### config.mk
export PLATFORM = sky130hd
export DESIGN_NAME = nrzi_rx_deser_flat
export DESIGN_NICKNAME = d
export VERILOG_FILES = /design/src/rtl/nrzi_rx_pkg.sv /design/src/rtl/nrzi_rx_deser_if.sv /design/src/rtl/nrzi_bit_decode.sv /design/src/rtl/nrzi_rx_deser.sv /design/src/flat_wrapper.sv
export SDC_FILE = /design/constraint.sdc
export NUM_CORES = 1
export LEC_CHECK = 0
export CAP_MARGIN = 20
export CORE_MARGIN = 5
export CORE_UTILIZATION = 59
export CTS_CLUSTER_SIZE = 16
export DETAILED_ROUTE_END_ITERATION = 12
export PLACE_DENSITY = 0.9
export SLEW_MARGIN = 15
export SYNTH_ARGS = -nofsm -noshare
export SYNTH_HDL_FRONTEND = slang
export SYNTH_SLANG_ARGS = --single-unit
### constraint.sdc
create_clock -name i_clk -period 3.65 [get_ports i_clk]
set_input_delay 0.365 -clock i_clk [delete_from_list [all_inputs] [get_ports i_clk]]
set_output_delay 0.365 -clock i_clk [all_outputs]
set_load 0.05 [all_outputs]
### src/rtl/nrzi_rx_pkg.sv
// Shared types and constants for the NRZI receive deserializer.
package nrzi_rx_pkg;

    localparam int DEF_DATA_W    = 8;
    localparam int DEF_STUFF_LEN = 6;
    localparam int DEF_SYNC_LEN  = 8;

    localparam logic J_LEVEL = 1'b1;

    typedef enum logic [1:0] {
        IDLE,
        SYNC,
        DATA,
        ABORT
    } state_t;

    typedef struct packed {
        logic d;
        logic dv;
    } dec_t;

endpackage

### src/rtl/nrzi_rx_deser_if.sv
// Output bundle from the receive deserializer to the packet parser.
interface nrzi_rx_deser_if
    import nrzi_rx_pkg::*;
#(
    parameter int DATA_W = DEF_DATA_W
);

    logic [DATA_W-1:0] o_data;
    logic              o_valid;
    logic              o_sop;
    logic              o_eop;
    logic              o_stuff_err;
    logic              o_sync_err;
    logic              o_align_err;

    modport master (
        output o_data,
        output o_valid,
        output o_sop,
        output o_eop,
        output o_stuff_err,
        output o_sync_err,
        output o_align_err
    );

    modport slave (
        input o_data,
        input o_valid,
        input o_sop,
        input o_eop,
        input o_stuff_err,
        input o_sync_err,
        input o_align_err
    );

endinterface

### src/rtl/nrzi_bit_decode.sv
// Stage 1: NRZI decode; a repeated line level is a 1, a transition a 0.
module nrzi_bit_decode
    import nrzi_rx_pkg::*;
(
    input  logic i_clk,
    input  logic i_rstn,
    input  logic i_nrzi,
    input  logic i_valid,
    output dec_t o_dec
);

    logic prev;

    // prev returns to J between packets so each packet decodes from idle
    always_ff @(posedge i_clk or negedge i_rstn) begin
        if (!i_rstn) begin
            prev  <= J_LEVEL;
            o_dec <= '0;
        end else if (i_valid) begin
            prev     <= i_nrzi;
            o_dec.d  <= (i_nrzi == prev);
            o_dec.dv <= 1'b1;
        end else begin
            prev     <= J_LEVEL;
            o_dec.d  <= 1'b0;
            o_dec.dv <= 1'b0;
        end
    end

endmodule

### src/rtl/nrzi_rx_deser.sv
// Stage 2: SYNC detect, bit unstuffing and LSB-first word packing.
module nrzi_rx_deser
    import nrzi_rx_pkg::*;
#(
    parameter int DATA_W    = DEF_DATA_W,
    parameter int STUFF_LEN = DEF_STUFF_LEN,
    parameter int SYNC_LEN  = DEF_SYNC_LEN
) (
    input  logic i_clk,
    input  logic i_rstn,
    input  logic i_nrzi,
    input  logic i_valid,
    nrzi_rx_deser_if.master rx
);

    localparam int RW = $clog2(STUFF_LEN + 1);
    localparam int BW = $clog2(DATA_W + 1);
    localparam int ZW = $clog2(SYNC_LEN);

    localparam logic [RW-1:0] RUN_MAX = RW'(STUFF_LEN);
    localparam logic [BW-1:0] B_LAST  = BW'(DATA_W - 1);
    localparam logic [ZW-1:0] Z_LAST  = ZW'(SYNC_LEN - 1);

    dec_t dec;

    nrzi_bit_decode u_dec (
        .i_clk  (i_clk),
        .i_rstn (i_rstn),
        .i_nrzi (i_nrzi),
        .i_valid(i_valid),
        .o_dec  (dec)
    );

    state_t            state, state_n;
    logic [ZW-1:0]     zcnt, zcnt_n;
    logic [RW-1:0]     run, run_n;
    logic [BW-1:0]     bitcnt, bitcnt_n;
    logic [DATA_W-1:0] shreg, shreg_n;
    logic [DATA_W-1:0] data, data_n;
    logic              first, first_n;
    logic              valid_n, sop_n, eop_n;
    logic              stuff_n, sync_n, align_n;

    always_comb begin
        state_n  = state;
        zcnt_n   = zcnt;
        run_n    = run;
        bitcnt_n = bitcnt;
        shreg_n  = shreg;
        data_n   = data;
        first_n  = first;
        valid_n  = 1'b0;
        sop_n    = 1'b0;
        eop_n    = 1'b0;
        stuff_n  = 1'b0;
        sync_n   = 1'b0;
        align_n  = 1'b0;
        unique case (state)
            IDLE: begin
                zcnt_n = '0;
                // first bit of a packet is already a SYNC bit
                if (dec.dv) begin
                    if (!dec.d) begin
                        zcnt_n  = ZW'(1);
                        state_n = SYNC;
                    end else begin
                        sync_n  = 1'b1;
                        state_n = ABORT;
                    end
                end
            end
            SYNC: begin
                if (!dec.dv) begin
                    sync_n  = 1'b1;
                    state_n = IDLE;
                end else begin
                    unique case (1'b1)
                        (!dec.d && zcnt != Z_LAST): begin
                            zcnt_n = zcnt + ZW'(1);
                        end
                        (dec.d && zcnt == Z_LAST): begin
                            run_n    = RW'(1);
                            bitcnt_n = '0;
                            first_n  = 1'b1;
                            state_n  = DATA;
                        end
                        default: begin
                            sync_n  = 1'b1;
                            state_n = ABORT;
                        end
                    endcase
                end
            end
            DATA: begin
                if (!dec.dv) begin
                    eop_n   = 1'b1;
                    align_n = (bitcnt != '0);
                    state_n = IDLE;
                end else if (run == RUN_MAX) begin
                    if (dec.d) begin
                        stuff_n = 1'b1;
                        state_n = ABORT;
                    end else begin
                        run_n = '0;
                    end
                end else begin
                    run_n   = dec.d ? run + RW'(1) : '0;
                    shreg_n = {dec.d, shreg[DATA_W-1:1]};
                    if (bitcnt == B_LAST) begin
                        data_n   = shreg_n;
                        valid_n  = 1'b1;
                        sop_n    = first;
                        first_n  = 1'b0;
                        bitcnt_n = '0;
                    end else begin
                        bitcnt_n = bitcnt + BW'(1);
                    end
                end
            end
            ABORT: begin
                if (!dec.dv) state_n = IDLE;
            end
            default: state_n = IDLE;
        endcase
    end

    always_ff @(posedge i_clk or negedge i_rstn) begin
        if (!i_rstn) begin
            state          <= IDLE;
            zcnt           <= '0;
            run            <= '0;
            bitcnt         <= '0;
            shreg          <= '0;
            data           <= '0;
            first          <= 1'b0;
            rx.o_valid     <= 1'b0;
            rx.o_sop       <= 1'b0;
            rx.o_eop       <= 1'b0;
            rx.o_stuff_err <= 1'b0;
            rx.o_sync_err  <= 1'b0;
            rx.o_align_err <= 1'b0;
        end else begin
            state          <= state_n;
            zcnt           <= zcnt_n;
            run            <= run_n;
            bitcnt         <= bitcnt_n;
            shreg          <= shreg_n;
            data           <= data_n;
            first          <= first_n;
            rx.o_valid     <= valid_n;
            rx.o_sop       <= sop_n;
            rx.o_eop       <= eop_n;
            rx.o_stuff_err <= stuff_n;
            rx.o_sync_err  <= sync_n;
            rx.o_align_err <= align_n;
        end
    end

    assign rx.o_data = data;

endmodule
### src/flat_wrapper.sv
// flat-port wrapper written by rule: the top's interface ports become plain ports
module nrzi_rx_deser_flat import nrzi_rx_pkg::*;
#(
    parameter int DATA_W    = DEF_DATA_W,
    parameter int STUFF_LEN = DEF_STUFF_LEN,
    parameter int SYNC_LEN  = DEF_SYNC_LEN
)
  (i_clk, i_rstn, i_nrzi, i_valid, rx_o_data, rx_o_valid, rx_o_sop, rx_o_eop, rx_o_stuff_err, rx_o_sync_err, rx_o_align_err);
  nrzi_rx_deser_if #(.DATA_W(DATA_W)) rx_i ();
  input  logic i_clk;
  input  logic i_rstn;
  input  logic i_nrzi;
  input  logic i_valid;
  output wire logic [$bits(rx_i.o_data)-1:0] rx_o_data;
  output wire logic [$bits(rx_i.o_valid)-1:0] rx_o_valid;
  output wire logic [$bits(rx_i.o_sop)-1:0] rx_o_sop;
  output wire logic [$bits(rx_i.o_eop)-1:0] rx_o_eop;
  output wire logic [$bits(rx_i.o_stuff_err)-1:0] rx_o_stuff_err;
  output wire logic [$bits(rx_i.o_sync_err)-1:0] rx_o_sync_err;
  output wire logic [$bits(rx_i.o_align_err)-1:0] rx_o_align_err;
  assign rx_o_data = rx_i.o_data;
  assign rx_o_valid = rx_i.o_valid;
  assign rx_o_sop = rx_i.o_sop;
  assign rx_o_eop = rx_i.o_eop;
  assign rx_o_stuff_err = rx_i.o_stuff_err;
  assign rx_o_sync_err = rx_i.o_sync_err;
  assign rx_o_align_err = rx_i.o_align_err;
  nrzi_rx_deser #(.DATA_W(DATA_W), .STUFF_LEN(STUFF_LEN), .SYNC_LEN(SYNC_LEN)) u_core (.i_clk(i_clk), .i_rstn(i_rstn), .i_nrzi(i_nrzi), .i_valid(i_valid), .rx(rx_i));
endmodule
# After elaboration in Yosys (flattened, before gate mapping)
# Cells that the tools add are included.
# word_totals
output_inout_bits	14
regBits	38
wordCells	110
inputBits	4
# classes
add_sub_neg	3
n_bitwise	1
muxes	55
n_reduce_logical	15
n_eq_ne	20
# ops
operator	count
$mux W3	9
$mux W1	26
$mux W4	5
$mux W2	8
$reduce_and A5 Y1	3
$ne A3 B3 Y1 const B	4
$pmux W3 S2	2
$ne A2 B2 Y1 const B	5
$pmux W2 S4	1
$pmux W4 S2	1
$add A3 B1 Y3 const B	2
$eq A3 B3 Y1 const B	2
$ne A2 B1 Y1 const B	3
$reduce_and A3 Y1	2
$reduce_and A6 Y1	1
$add A4 B1 Y4 const B	1
$eq A2 B2 Y1 const B	2
$eq A4 B3 Y1 const B	1
$pmux W1 S2	2
$pmux W2 S2	1
$reduce_and A4 Y1	1
$reduce_bool A2 Y1	2
$reduce_bool A4 Y1	1
$ne A3 B2 Y1 const B	1
7 further kinds	8

# Logic depth before layout (Yosys ltp)
# logic_depth
word_depth	6
depth_mapped	8
depth_no_buf	8

# Hierarchy
# From an unflattened synthesis, not the netlist that was laid out.
# hier_totals
cells_unflattened	153
area_unflattened_um2	1670.4
# modules_own_cells
module	seq_area_each_um2	n_inst	area_each_um2	cells_per_inst
nrzi_rx_deser	850.8	1	1572.8	147
nrzi_bit_decode	76.3	1	97.6	6

# Worst setup path before layout
# Ideal clock, no wire load.
# synth_timing
path_kind	reg2reg
from	register u_core.run[0]
to	register u_core.data[0], in the netlist u_core.rx.o_data[0]
n_path_buf	0
stages_incl_launch_ff	7
required_ns	3.525
slack_ns	1.954
synth_period_minus_slack_ns	1.696
setup_time_ns	0.125
arrival_ns	1.571
cell_sequence	dfrtp_1 -> inv_1 -> ha_1 -> nand2_1 -> nand3_4 -> nor3_4 -> mux2_2
# synth_via
elab_chain_cells	3
# synth_rtl
element	line_no	rtl
from (decl)	nrzi_rx_deser.sv:36	logic [RW-1:0] run, run_n;
from (signal assigned)	nrzi_rx_deser.sv:145	run <= run_n;
$eq A3 B3 Y1	nrzi_rx_deser.sv:99	end else if (run == RUN_MAX) begin
$not A1 Y1 (no source line)	-	
$reduce_and A4 Y1 (no source line)	-	
to (signal assigned)	nrzi_rx_deser.sv:148	data <= data_n;
to (decl)	nrzi_rx_deser.sv:39	logic [DATA_W-1:0] data, data_n;
# Every way passes these cells.
# A chain may end at the register's enable or synchronous reset.

# Worst setup path after layout
# Same ends and word-level chain as after synthesis.

==> results.cfg <==
[sta]
finClkSkew_ns = 0.0115
post-route-min-period_ns = 2.05
fin_crit_sh_pct = 56.1
worst_pin_slew_ns = 0.496
tns_ns = 0
slew_viol_final = 0
max-slew-margin-rel_pct = 66.8
grt_setup_unrepaired = no
setup-violations-final = 0
fmax_mhz = 488
hold_viol_final = 0
setup_slack_ns = 1.60

[placed_design]
place_ws_ns = 1.61
hpwl_um = 2120
numPortBuffers = 17
place.gp.congestion = 0.876

[clock_network]
htree_num_levels = 2
cts_root_buffer = clkbuf_4
cts_tree = done
cts.clk_slew.worst_paths_ns = 0.11
cts_resized = 0
clk_path_buf_depth = 2
cts_inserted_buffers = 5
numClockSinks = 37
cts_setup_buffers = 0
hold_buffers = 0
clk_latency_ns = 0.34

[floorplan]
io_pins = 18
rows = 19
die_h_um = 63.2
fp.coreArea_mm2 = 0.00273
fp.dieArea_mm2 = 0.00400
die_x_um = 63.2
initial_core_util_pct = 61.1

[global_routing]
grt_max_degree = 38
grt_pass1_wl_um = 5310
grt_pass1_vias = 1184
grt_usage_pct = 16.8
grt_overflow_total = 0
antenna_found_initial = 0

[critical_path]
crit_path_top_delay_cell = nor3_4
reg2reg_slack_ns = 1.60
crit_type = reg -> reg
end_kind = flip-flop
slowest_delay_ns = 0.46
worst-path-stages = 6
startpoint_type = flip-flop
path_cells = inv_1 -> ha_1 -> nand2_1 -> nand3_4 -> nor3_4 -> mux2_2
critPathMaxFanout = 14
cp-startpoint = u_core.run[0]
crit_arrival_ns = 2.28
worstRegToRegCells = 6
reg2reg_to = u_core.rx.o_data[0]
crit_required_ns = 3.88
path_buf_inv = 1
cp_top_family = simple AND/OR/NAND/NOR gates
crit_path_end = u_core.rx.o_data[0]
worstReg2RegStart = u_core.run[0]

[synthesis]
synth_flop_cell = dfrtp_1
ys_types = 35
synth_edf_count = 0
ys_seq_elements = 37
mappedNetlistArea_mm2 = 0.00167
postSynth.asyncResetShare_pct = 100
syn_nets = 153
synth.avg_cell_area_um2 = 11.8
seq_area_frac_synth_pct = 55.5
yosys_warnings = 0
synth_cells = 141

[drt]
drt_iter0_markers = 36
ant_nets = 0
post_drt_wl_per_cell_um = 15.2
viasPerCell = 5.76
drc = 0
vias = 1111
drt-pass1-iter-count = 4
wl_um = 2940

[layout]
layout-drive-gt1-share_pct = 17.3
antenna_cells = 0
area_growth_pct = 16.7
final_common_cell = dfrtp_1
final_cell_mix = dfrtp_1, clkdlybuf4s50_1, mux2_2
nets = 173

[run_status]
outcome = complete, no violations

[min_path]
min_path_type = in -> async

[pwr]
fin_total_pwr_mw = 0.946
p_per_area_mw_per_mm2 = 485
ir_drop_mv = 0.481
power.leakage_nw = 0.933

[job]
cap_violations = 0
## flip-flops by register name, indices dropped and copies added (netlist names), 2 cells and up
name,flops
u_core.run,3
u_core.rx.o_data,8
u_core.state,2
u_core.zcnt,3
u_core.bitcnt,4
u_core.u_dec.o_dec,2
u_core.shreg,7
## worst min path at each step
stage,endpoint,slack [ns]
after global placement,u_core.rx.o_data[0],0.49
final,u_core.rx.o_eop,0.42
after global routing,u_core.shreg[3],0.46
after CTS,u_core.shreg[3],0.42
after detailed placement,u_core.shreg[1],0.49
after floorplan,u_core.bitcnt[0],0.07
## through the flow
step | utilization (%) | hold slack [ns] | cells | area [um^2]
2_1_floorplan | - | 0.0694 | 141 | 1670
3_3_place_gp | 68.1 | 0.490 | 185 | 1860
3_5_place_dp | 68.1 | 0.492 | 185 | 1860
4_1_cts | 71.3 | 0.424 | 193 | 1950
5_1_grt | 71.3 | 0.456 | 193 | 1950
6_report | 71.3 | 0.422 | 193 | 1950
## power breakdown
group          switching [mW]  internal (mW)
Clock                   0.136          0.163
Combinational          0.0672         0.0662
Sequential             0.0532          0.461
Total                   0.256          0.690
## cell families (layout without fill, tap and decap cells)
family | after synthesis | after routing | share of synthesized area, %
buf+inv | 14 | 35 | 3.60
compound gates | 27 | 27 | 11.0
xor+xnor | 1 | 1 | 0.524
fa+ha+maj | 8 | 8 | 5.99
flops | 37 | 37 | 55.5
simple gates | 39 | 39 | 13.3
mux | 15 | 15 | 10.0
## layout make-up
| type | instances | area [um^2] |
|---|---|---|
| multi-input combinational | 90 | 683 |
| inverter | 9 | 33.8 |
| sequential | 37 | 927 |
| clock buffer | 6 | 51.3 |
| fill | 184 | 785 |
| clock inverter | 2 | 37.5 |
| timing repair buffer | 18 | 178 |
| tap | 31 | 38.8 |
## synth_stat cells (2+ instances only)
master / n / share of area, %
nand3_1: 3 / 0.90
nor2_1: 8 / 1.8
a21o_1: 2 / 0.90
a211oi_1: 2 / 0.90
o21ai_0: 6 / 1.8
nor2b_1: 2 / 0.75
dfrtp_1: 36 / 54
clkbuf_1: 4 / 0.90
nor3_1: 3 / 0.90
a22o_1: 5 / 2.6
mux2_2: 14 / 9.4
o21a_1: 2 / 0.90
and2_1: 2 / 0.75
nand2_1: 11 / 2.5
nand2b_1: 2 / 0.75
a21oi_1: 5 / 1.5
inv_1: 9 / 2.0
ha_1: 8 / 6.0
## metal layers
| metal | track usage [%] | part of all wire, % | up-vias |
|---|---|---|---|
| met5 | 0 | 0 | - |
| met4 | 8.05 | 2.5 | 0 |
| met3 | 4.97 | 4.9 | 10 |
| met2 | 27.7 | 49 | 26 |
| met1 | 20.1 | 43 | 543 |
| li1 | - | - | 532 |
## worst register-to-register path, cell delays in order (launching register included)
cell     delay (ns)
dfrtp_1        0.44
inv_1          0.07
ha_1           0.23
nand2_1        0.16
nand3_4        0.20
nor3_4         0.46
mux2_2         0.39
(Power assumes the default switching activity.)
